File: src/rtl/id_token_capture_pkg.sv
// Shared constants for the identifier token capture block: buffer depth,
// FSM state encoding and the ASCII ranges used by the character classifier.
package id_token_capture_pkg;

    localparam int ID_MAX_LEN = 8;

    typedef enum logic [1:0] {
        ST_IDLE  = 2'd0,
        ST_ALPHA = 2'd1,
        ST_DIGIT = 2'd2
    } state_t;

    localparam logic [7:0] CH_LOWER_A = 8'h61;  // "a"
    localparam logic [7:0] CH_LOWER_Z = 8'h7A;  // "z"
    localparam logic [7:0] CH_UPPER_A = 8'h41;  // "A"
    localparam logic [7:0] CH_UPPER_Z = 8'h5A;  // "Z"
    localparam logic [7:0] CH_ZERO    = 8'h30;  // "0"
    localparam logic [7:0] CH_NINE    = 8'h39;  // "9"

endpackage

File: src/rtl/id_token_capture_char_class.sv
// Combinational ASCII classifier: letter, digit, or neither.
module id_char_class
    import id_token_capture_pkg::*;
(
    input  logic [7:0] char,
    output logic       is_letter,
    output logic       is_digit
);

    // Range compares against the shared ASCII bounds.
    always_comb begin
        is_letter = ((char >= CH_LOWER_A) && (char <= CH_LOWER_Z)) ||
                    ((char >= CH_UPPER_A) && (char <= CH_UPPER_Z));
        is_digit  = (char >= CH_ZERO) && (char <= CH_NINE);
    end

endmodule

File: src/rtl/id_token_capture.sv
// Captures letters+digits identifiers from an ASCII stream and presents them
// through a single-entry valid/ready output register.
//
// state    | meaning
// ---------|-----------------------------------------------------------
// ST_IDLE  | no identifier in progress, buffer empty
// ST_ALPHA | collecting the leading letters of a candidate identifier
// ST_DIGIT | letters+digits seen; next non-digit terminates the token
module id_token_capture #(
    parameter int ID_MAX_LEN = id_token_capture_pkg::ID_MAX_LEN
) (
    input  logic        clk,
    input  logic        rst_n,
    input  logic [7:0]  char,
    input  logic        match,
    output logic [63:0] tok_data,
    output logic [3:0]  tok_len,
    output logic        tok_trunc,
    output logic        tok_valid,
    input  logic        tok_ready,
    output logic [15:0] tok_count,
    output logic [7:0]  drop_count,
    output logic        sync_err
);
    import id_token_capture_pkg::*;

    localparam logic [3:0] LEN_MAX = 4'(ID_MAX_LEN);

    state_t      state;
    state_t      nxt_state;
    logic [7:0]  d_char;
    logic [63:0] buf_data;
    logic [3:0]  buf_len;
    logic        buf_trunc;
    logic        is_letter;
    logic        is_digit;
    logic        emit;
    logic        do_load;
    logic        do_append;
    logic        do_clear;

    // Classify the delayed char so it lines up with the registered match.
    id_char_class u_class (
        .char      (d_char),
        .is_letter (is_letter),
        .is_digit  (is_digit)
    );

    // Next-state and buffer action decode for the current char.
    always_comb begin
        nxt_state = state;
        emit      = 1'b0;
        do_load   = 1'b0;
        do_append = 1'b0;
        do_clear  = 1'b0;
        case (state)
            ST_IDLE: begin
                if (is_letter) begin
                    nxt_state = ST_ALPHA;
                    do_load   = 1'b1;
                end
            end
            ST_ALPHA: begin
                if (is_letter) begin
                    do_append = 1'b1;
                end else if (is_digit) begin
                    nxt_state = ST_DIGIT;
                    do_append = 1'b1;
                end else begin
                    nxt_state = ST_IDLE;
                    do_clear  = 1'b1;
                end
            end
            ST_DIGIT: begin
                if (is_digit) begin
                    do_append = 1'b1;
                end else if (is_letter) begin
                    nxt_state = ST_ALPHA;
                    emit      = 1'b1;
                    do_load   = 1'b1;
                end else begin
                    nxt_state = ST_IDLE;
                    emit      = 1'b1;
                    do_clear  = 1'b1;
                end
            end
            default: begin
                nxt_state = ST_IDLE;
                do_clear  = 1'b1;
            end
        endcase
    end

    // FSM, char delay, token buffer and sticky matcher cross-check.
    always_ff @(posedge clk or negedge rst_n) begin
        if (!rst_n) begin
            state     <= ST_IDLE;
            d_char    <= 8'd0;
            buf_data  <= 64'd0;
            buf_len   <= 4'd0;
            buf_trunc <= 1'b0;
            sync_err  <= 1'b0;
        end else begin
            d_char <= char;
            state  <= nxt_state;
            if ((nxt_state == ST_DIGIT) != match) begin
                sync_err <= 1'b1;
            end
            if (do_load) begin
                buf_data  <= {56'd0, d_char};
                buf_len   <= 4'd1;
                buf_trunc <= 1'b0;
            end else if (do_append) begin
                // A full buffer keeps its first chars and only flags the overflow.
                if (buf_len >= LEN_MAX) begin
                    buf_trunc <= 1'b1;
                end else begin
                    buf_data[{buf_len[2:0], 3'b000} +: 8] <= d_char;
                    buf_len <= buf_len + 4'd1;
                end
            end else if (do_clear) begin
                buf_data  <= 64'd0;
                buf_len   <= 4'd0;
                buf_trunc <= 1'b0;
            end
        end
    end

    // Output register with handshake, accepted/dropped counters (saturating).
    always_ff @(posedge clk or negedge rst_n) begin
        if (!rst_n) begin
            tok_data   <= 64'd0;
            tok_len    <= 4'd0;
            tok_trunc  <= 1'b0;
            tok_valid  <= 1'b0;
            tok_count  <= 16'd0;
            drop_count <= 8'd0;
        end else if (emit) begin
            if (!tok_valid || tok_ready) begin
                tok_data  <= buf_data;
                tok_len   <= buf_len;
                tok_trunc <= buf_trunc;
                tok_valid <= 1'b1;
                if (tok_count != 16'hFFFF) begin
                    tok_count <= tok_count + 16'd1;
                end
            end else if (drop_count != 8'hFF) begin
                drop_count <= drop_count + 8'd1;
            end
        end else if (tok_ready) begin
            tok_valid <= 1'b0;
        end
    end

endmodule

File: config.mk
export PLATFORM = sky130hd
export DESIGN_NAME = id_token_capture
export DESIGN_NICKNAME = d
export VERILOG_FILES = /design/src/rtl/id_token_capture_pkg.sv /design/src/rtl/id_token_capture_char_class.sv /design/src/rtl/id_token_capture.sv
export SDC_FILE = /design/constraint.sdc
export NUM_CORES = 1
export LEC_CHECK = 0
export ABC_CLOCK_PERIOD_IN_PS = 7500
export BUFFER_PORTS_ARGS = -buffer_cell sky130_fd_sc_hd__buf_2
export CAP_MARGIN = 10
export CORE_MARGIN = 2
export CORE_UTILIZATION = 35
export CTS_CLUSTER_SIZE = 8
export DETAILED_ROUTE_END_ITERATION = 6
export GPL_ROUTABILITY_DRIVEN = 0
export MAX_ROUTING_LAYER = met4
export PLACE_DENSITY = 0.64
export SLEW_MARGIN = 30
export SYNTH_ARGS = -nofsm -noshare
export SYNTH_HDL_FRONTEND = slang
export SYNTH_HIERARCHICAL = 1
export SYNTH_SLANG_ARGS = --single-unit
File: constraint.sdc
create_clock -name clk -period 7.5 [get_ports clk]
set_input_delay 0.75 -clock clk [delete_from_list [all_inputs] [get_ports clk]]
set_output_delay 0.75 -clock clk [all_outputs]
set_load 0.05 [all_outputs]
==> metrics.yaml, run 1 <==
critical_path:
  max_stage_delay_ns: 0.56
  crit_path_end_kind: "register"
  cp_slowest_cell: "or4_1"
  cp_max_fo: 11
  crit_chain: "or4_1, o22ai_1, nor3b_2, and2b_1, o211ai_2, o21ai_2, nor3_4, mux2i_1"
  worstSetupStartpointType: "register"
  critPathKind: "reg2reg"
  required_ns: 7.85
  crit_arrival_ns: 3.47
placement:
  place_area_um2: 7940
  pre_cts_ws_ns: 4.13
  portBuffers: 106
  hpwlAfterDp_mm: 10.8
sta:
  hold_viol_final: 0
  drv_slew: 0
  maxSlewHeadroom: 0.431
  fin_ws_ns: 4.37
  fmax_mhz: 320
  setup_violations: 0
  period_minus_slack_ns: 3.13
  max_slew.worst_pin.slew_ns: 0.854
  fin_tns_setup_ns: 0
  clock-skew-final_ns: 0.00868
  rsz0062_at_grt: "false"
  post-route-period-util: 0.417
grt:
  grt_usage: 0.162
  grt_pass1_wl_mm: 26.8
  grt.overflow.total: 0
  grt_pass1_vias: 4941
  antenna_found_initial: 0
  grt_start_max_net_pins: 92
floorplanning:
  dieArea_um2: 21600
  start_util: 0.355
  die_w_um: 147
  num_rows: 52
  coreArea_um2: 20200
  ioPinCount: 107
  die_h_um: 147
logic_synthesis:
  synthTopCellsByArea: "dfrtp_1, nand2_1, o21ai_0, a22o_1, mux2i_1"
  synth-edff-count: 0
  ys_warn_count: 6
  netlist_instances: 682
  synth_top_area_frac: 0.609
  synthArstFlopShare: 1.00
  syn_avg_cell_area_um2: 10.5
  synthDistinctLibCells: 51
  syn_nets: 704
  ys.flop_type: "dfrtp_1"
  synth.most_common_cell: "nand2_1"
  ys_seq_area_frac: 0.609
  syn_area_um2: 7150
  yosysTopAreaCell: "dfrtp_1"
  ys_ff_latch: 174
  ys_top_cells_by_count: "nand2_1, dfrtp_1, o21ai_0, nand3_1, a22o_1"
job:
  cap_viol_max_count: 0
clocking:
  numCtsBuffers: 17
  clk_pin_slew_worst_paths_ns: 0.07
  cts-resized-gates: 0
  hold_buffers: 0
  root_buffer: "clkbuf_16"
  insertion_delay_ns: 0.42
  cts_setup_buffers: 0
  clock_path_buffers: 2
  htreeDepth: 4
  clock-sinks: 174
  cts_tree: "built"
power_and_ir_drop:
  p_leak_nw: 4.40
  ir_drop_v: 0.000162
  power_density_nw_per_um2: 265
routing:
  drtIter0Drc: 324
  drtPass1Iterations: 4
  finalWirelength_mm: 16.3
  drc: 0
  wl_per_cell_um: 15.3
  vias_per_cell: 4.78
  ant_nets: 0
  num_vias: 5099
cells_and_area:
  fin_area_um2: 8530
  synthToLayoutAreaGrowth_pct: 19.4
  drive_above_1_share: 0.206
  insertedDiodeCount: 0
  final_nets: 806
worst_hold_path:
  hold_class: "in2async"
status:
  status: "completed"
-- stage by stage --
step           hold slack [ns]  power [mW]  cells  utilization
2_1_floorplan            0.438        1.31    682            -
3_3_place_gp             0.446        1.41   1033        0.393
3_5_place_dp             0.447        1.42   1033        0.393
4_1_cts                  0.420        2.29   1065        0.422
5_1_grt                  0.416        2.37   1067        0.423
6_report                 0.391        2.26   1067        0.423
-- critical path, delay by kind of cell (launching register included) --
kind | cells | cell delay, ns
simple gates | 4 | 1.45
compound gates | 3 | 0.86
flops | 1 | 0.48
mux | 1 | 0.25
-- worst paths after layout --
| check | from | to | slack (ns) | cells after the start |
|---|---|---|---|---|
| max in group asynchronous | rst_n | tok_len[1]$_DFFE_PN0P_ | 5.89 | 2 |
| min | rst_n | tok_data[41]$_DFFE_PN0P_ | 0.39 | 1 |
| min in group clk | char[7] | d_char[7]$_DFF_PN0_ | 0.44 | 1 |
| max reg2reg | d_char[3]$_DFF_PN0_ | buf_data[11]$_DFFE_PN0P_ | 4.37 | 8 |
| max | d_char[3]$_DFF_PN0_ | buf_data[11]$_DFFE_PN0P_ | 4.37 | 8 |
| min reg2reg | sync_err$_DFFE_PN0P_ | sync_err$_DFFE_PN0P_ | 0.46 | 1 |
-- where the power goes --
group | leakage, nW | internal [mW] | switching, mW
clock network | 0.279 | 0.502 | 0.364
logic | 1.72 | 0.0984 | 0.286
registers | 2.40 | 0.978 | 0.0335
total | 4.40 | 1.58 | 0.684
-- cell families (layout without fill, tap and decap cells) --
family,Yosys count,count (layout),share of synthesized area
fa+ha+maj,10,10,0.0175
xor+xnor,23,23,0.0282
buf+inv,44,159,0.0250
compound gates,95,95,0.0973
mux,20,20,0.0287
flops,174,174,0.609
simple gates,316,316,0.194
-- cell usage in the layout, fill, tap and decap left out, types with 16 or more instances in the layout --
cell type,Yosys,final
inv_1,17,17
clkbuf_16,0,17
o21ai_0,42,42
dfrtp_1,174,174
nand2_1,227,226
xnor2_1,18,18
nand3_1,32,32
mux2i_1,16,16
a22o_1,24,24
buf_2,11,106
-- layout make-up --
cell class	instances	area, µm²
fillers	1969	11600
repair buffers	110	568
clock buffers	24	502
clock inverters	8	80.1
multi-input cells	464	2630
inverters	17	63.8
well taps	270	338
flip-flops and latches	174	4350
-- routing by layer --
layer	GRT usage	up-vias	wire length [µm]
met3	0.0435	14	733
met1	0.228	2481	7960
met4	0.0462	0	206
li1	-	2501	-
met5	-	-	0
met2	0.233	103	7380
-- registers in the layout (all words and copies together) (netlist names) --
register,cells
tok_data,64
d_char,8
tok_trunc,1
state,2
buf_trunc,1
buf_len,4
tok_valid,1
tok_len,4
drop_count,8
sync_err,1
buf_data,64
tok_count,16
No activity file was read; power rests on OpenSTA's default activity.
==> run 2, diff against run 1 <==
--- a/config.mk
+++ b/config.mk
@@ -5,7 +5,7 @@
 export SDC_FILE = /design/constraint.sdc
 export NUM_CORES = 1
 export LEC_CHECK = 0
-export ABC_CLOCK_PERIOD_IN_PS = 7500
+export ABC_CLOCK_PERIOD_IN_PS = 2800
 export BUFFER_PORTS_ARGS = -buffer_cell sky130_fd_sc_hd__buf_2
 export CAP_MARGIN = 10
 export CORE_MARGIN = 2
@@ -14,7 +14,7 @@
 export DETAILED_ROUTE_END_ITERATION = 6
 export GPL_ROUTABILITY_DRIVEN = 0
 export MAX_ROUTING_LAYER = met4
-export PLACE_DENSITY = 0.64
+export PLACE_DENSITY = 0.66
 export SLEW_MARGIN = 30
 export SYNTH_ARGS = -nofsm -noshare
 export SYNTH_HDL_FRONTEND = slang
==> constraint.sdc (replaced) <==
create_clock -name clk -period 2.8 [get_ports clk]
set_input_delay 0.28 -clock clk [delete_from_list [all_inputs] [get_ports clk]]
set_output_delay 0.28 -clock clk [all_outputs]
set_load 0.05 [all_outputs]
==> metrics.yaml, run 2 (same netlist as run 1, synthesis figures left out) <==
status:
  status: "completed"
critical_path:
  r2r_slack_ns: 0.09  # -4.28 ns
  crit_arrival_ns: 3.07  # -0.40 ns
  crit_chain: "or4_1, o22ai_1, nor3b_2, buf_4, a2bb2oi_2, o211ai_2, or3_4, nor2_4, a22o_1"
  crit_start: "d_char[3]$_DFF_PN0_"
  required_ns: 3.16  # -4.69 ns
  worstRegToRegCells: 9  # +1
  critPathKind: "reg2reg"
  max_stage_delay_ns: 0.52  # -0.04 ns
  r2r-start: "d_char[3]$_DFF_PN0_"
  endpoint: "buf_data[34]$_DFFE_PN0P_"
  cp_max_fo: 8  # -3
  timing.rr.end: "buf_data[34]$_DFFE_PN0P_"
  cp_slowest_cell: "or4_1"
  crit_path_end_kind: "register"
  worstSetupStartpointType: "register"
cells_and_area:
  drive_above_1_share: 0.223  # +0.0173
  finalNonFillerCells: 1095  # +2.6%
  final_nets: 835  # +3.6%
  insertedDiodeCount: 0  # unchanged
  reg_top3: "buf_data: 64 flops, tok_data: 64 flops, tok_count: 16 flops"
  final_cell_mix: "nand2_1, dfrtp_1, buf_2"
  final_common_cell: "nand2_1"
  synthToLayoutAreaGrowth_pct: 24.2
  fin_util: 0.440  # +0.0172
clocking:
  htreeDepth: 4  # unchanged
  insertion_delay_ns: 0.43  # about the same
  cts_setup_buffers: 0  # unchanged
  cts_tree: "built"
  clk_pin_slew_worst_paths_ns: 0.06  # about the same
  root_buffer: "clkbuf_16"
  clock_path_buffers: 2  # unchanged
  clock-sinks: 174  # unchanged
  numCtsBuffers: 17  # unchanged
sta:
  rsz0062_at_grt: "true"
  maxSlewHeadroom: 0.532  # +0.101
  drv_slew: 0  # unchanged
  period_minus_slack_ns: 2.71  # -0.417 ns
  setup_violations: 0  # unchanged
  clock-skew-final_ns: 0.0129  # +0.00426 ns
  fmax_mhz: 369  # +15%
  max_slew.worst_pin.slew_ns: 0.703  # -0.151 ns
  fin_hold_ws_ns: 0.0743  # -0.317 ns
  fin_ws_ns: 0.0903  # -4.28 ns
  hold_viol_final: 0  # unchanged
  post-route-period-util: 0.968  # +0.551
placement:
  hpwlAfterDp_mm: 11.0  # +1.9%
  dp.cells: 1055  # +2.1%
  portBuffers: 106  # unchanged
  pre_cts_ws_ns: 0.0792  # -4.05 ns
floorplanning:
  die_w_um: 147  # unchanged
  die_h_um: 147  # unchanged
  dieArea_um2: 21600  # unchanged
  coreArea_um2: 20200  # unchanged
  ioPinCount: 107  # unchanged
  start_util: 0.355  # unchanged
  num_rows: 52  # unchanged
power_and_ir_drop:
  ir_drop_v: 0.000402  # +150%
  total_power_mw: 6.37  # +180%
  power_density_nw_per_um2: 717  # +170%
  p_leak_nw: 4.58  # +4.1%
routing:
  ant_nets: 0  # unchanged
  routedLengthMet1_mm: 7.77  # -2.4%
  finalWirelength_mm: 16.2  # -0.21%
  met2_length_mm: 7.36  # -0.23%
  dr.max_layer_used: "met4"
  drc: 0  # unchanged
  num_vias: 5186  # +1.7%
  drtIter0Drc: 261  # -19%
  wl_met3_um: 917  # +25%
  drtPass1Iterations: 4  # unchanged
  wl_per_cell_um: 14.8  # -2.8%
  vias_per_cell: 4.74  # -0.89%
grt:
  grt_usage: 0.161  # -0.000813
  grt_start_max_net_pins: 78  # -15%
  grt_pass1_vias: 5183  # +4.9%
  antenna_found_initial: 0  # unchanged
  grt_pass1_wl_mm: 27.1  # +1.1%
  grt.overflow.total: 0  # unchanged
worst_hold_path:
  hold_class: "in2reg"
job:
  cap_viol_max_count: 0  # unchanged
[run 2: cell count changes in the layout (fill, tap and decap cells not counted), moves of 2 or more]
cell           change
dlygate4sd3_1      +9
buf_12             +2
bufinv_16          +3
buf_4             +21
[run 2: stage by stage]
stage          setup TNS (ns)  instance area, µm²
2_1_floorplan               0                7150
3_3_place_gp                0                8120
3_5_place_dp                0                8120
4_1_cts                     0                8850
5_1_grt               -0.0642                8880
6_report                    0                8880
[run 2: worst min path at each step]
stage / slack (ns) / to / start / cells after the start
after global routing: 0.1 / sync_err$_DFFE_PN0P_ / match / 3
after CTS: 0.06 / sync_err$_DFFE_PN0P_ / match / 3
after detailed placement: 0.36 / tok_data[27]$_DFFE_PN0P_ / rst_n / 1
after floorplan: -0.02 / buf_data[0]$_DFFE_PN0P_ / rst_n / 0
after global placement: 0.37 / tok_data[27]$_DFFE_PN0P_ / rst_n / 1
final: 0.07 / sync_err$_DFFE_PN0P_ / match / 3
[run 2: metal layers]
| layer | up-vias | track usage |
|---|---|---|
| met3 | 18 | 0.0441 |
| li1 | 2550 | - |
| met5 | - | - |
| met4 | 0 | 0.0524 |
| met1 | 2512 | 0.217 |
| met2 | 106 | 0.238 |
[run 2: layout make-up]
class / instances / area (µm²)
clock inverters: 9 / 156
multi-input cells: 464 / 2650
fillers: 1937 / 11300
repair buffers: 139 / 832
flip-flops and latches: 174 / 4350
inverters: 17 / 63.8
well taps: 270 / 338
clock buffers: 22 / 484
[run 2: where the power goes]
group | internal (mW) | switching, mW | total, mW
Combinational | 0.324 | 0.791 | 1.12
Clock | 1.59 | 0.969 | 2.55
Sequential | 2.62 | 0.0819 | 2.70
[run 2: worst max-delay path, delay by kind of cell (launching register included)]
kind                   cells  cell delay [ns]
buffers and inverters      1             0.18
AO/OA/AOI/OAI              4             0.73
AND/OR/NAND/NOR            4             1.36
flip-flops                 1             0.37
[run 2: timing repair]
action	in CTS	in global routing
endpoints found under the hold margin	81	0
hold buffers	9	0
endpoints found under the setup margin	0	37
gates resized for setup	0	4
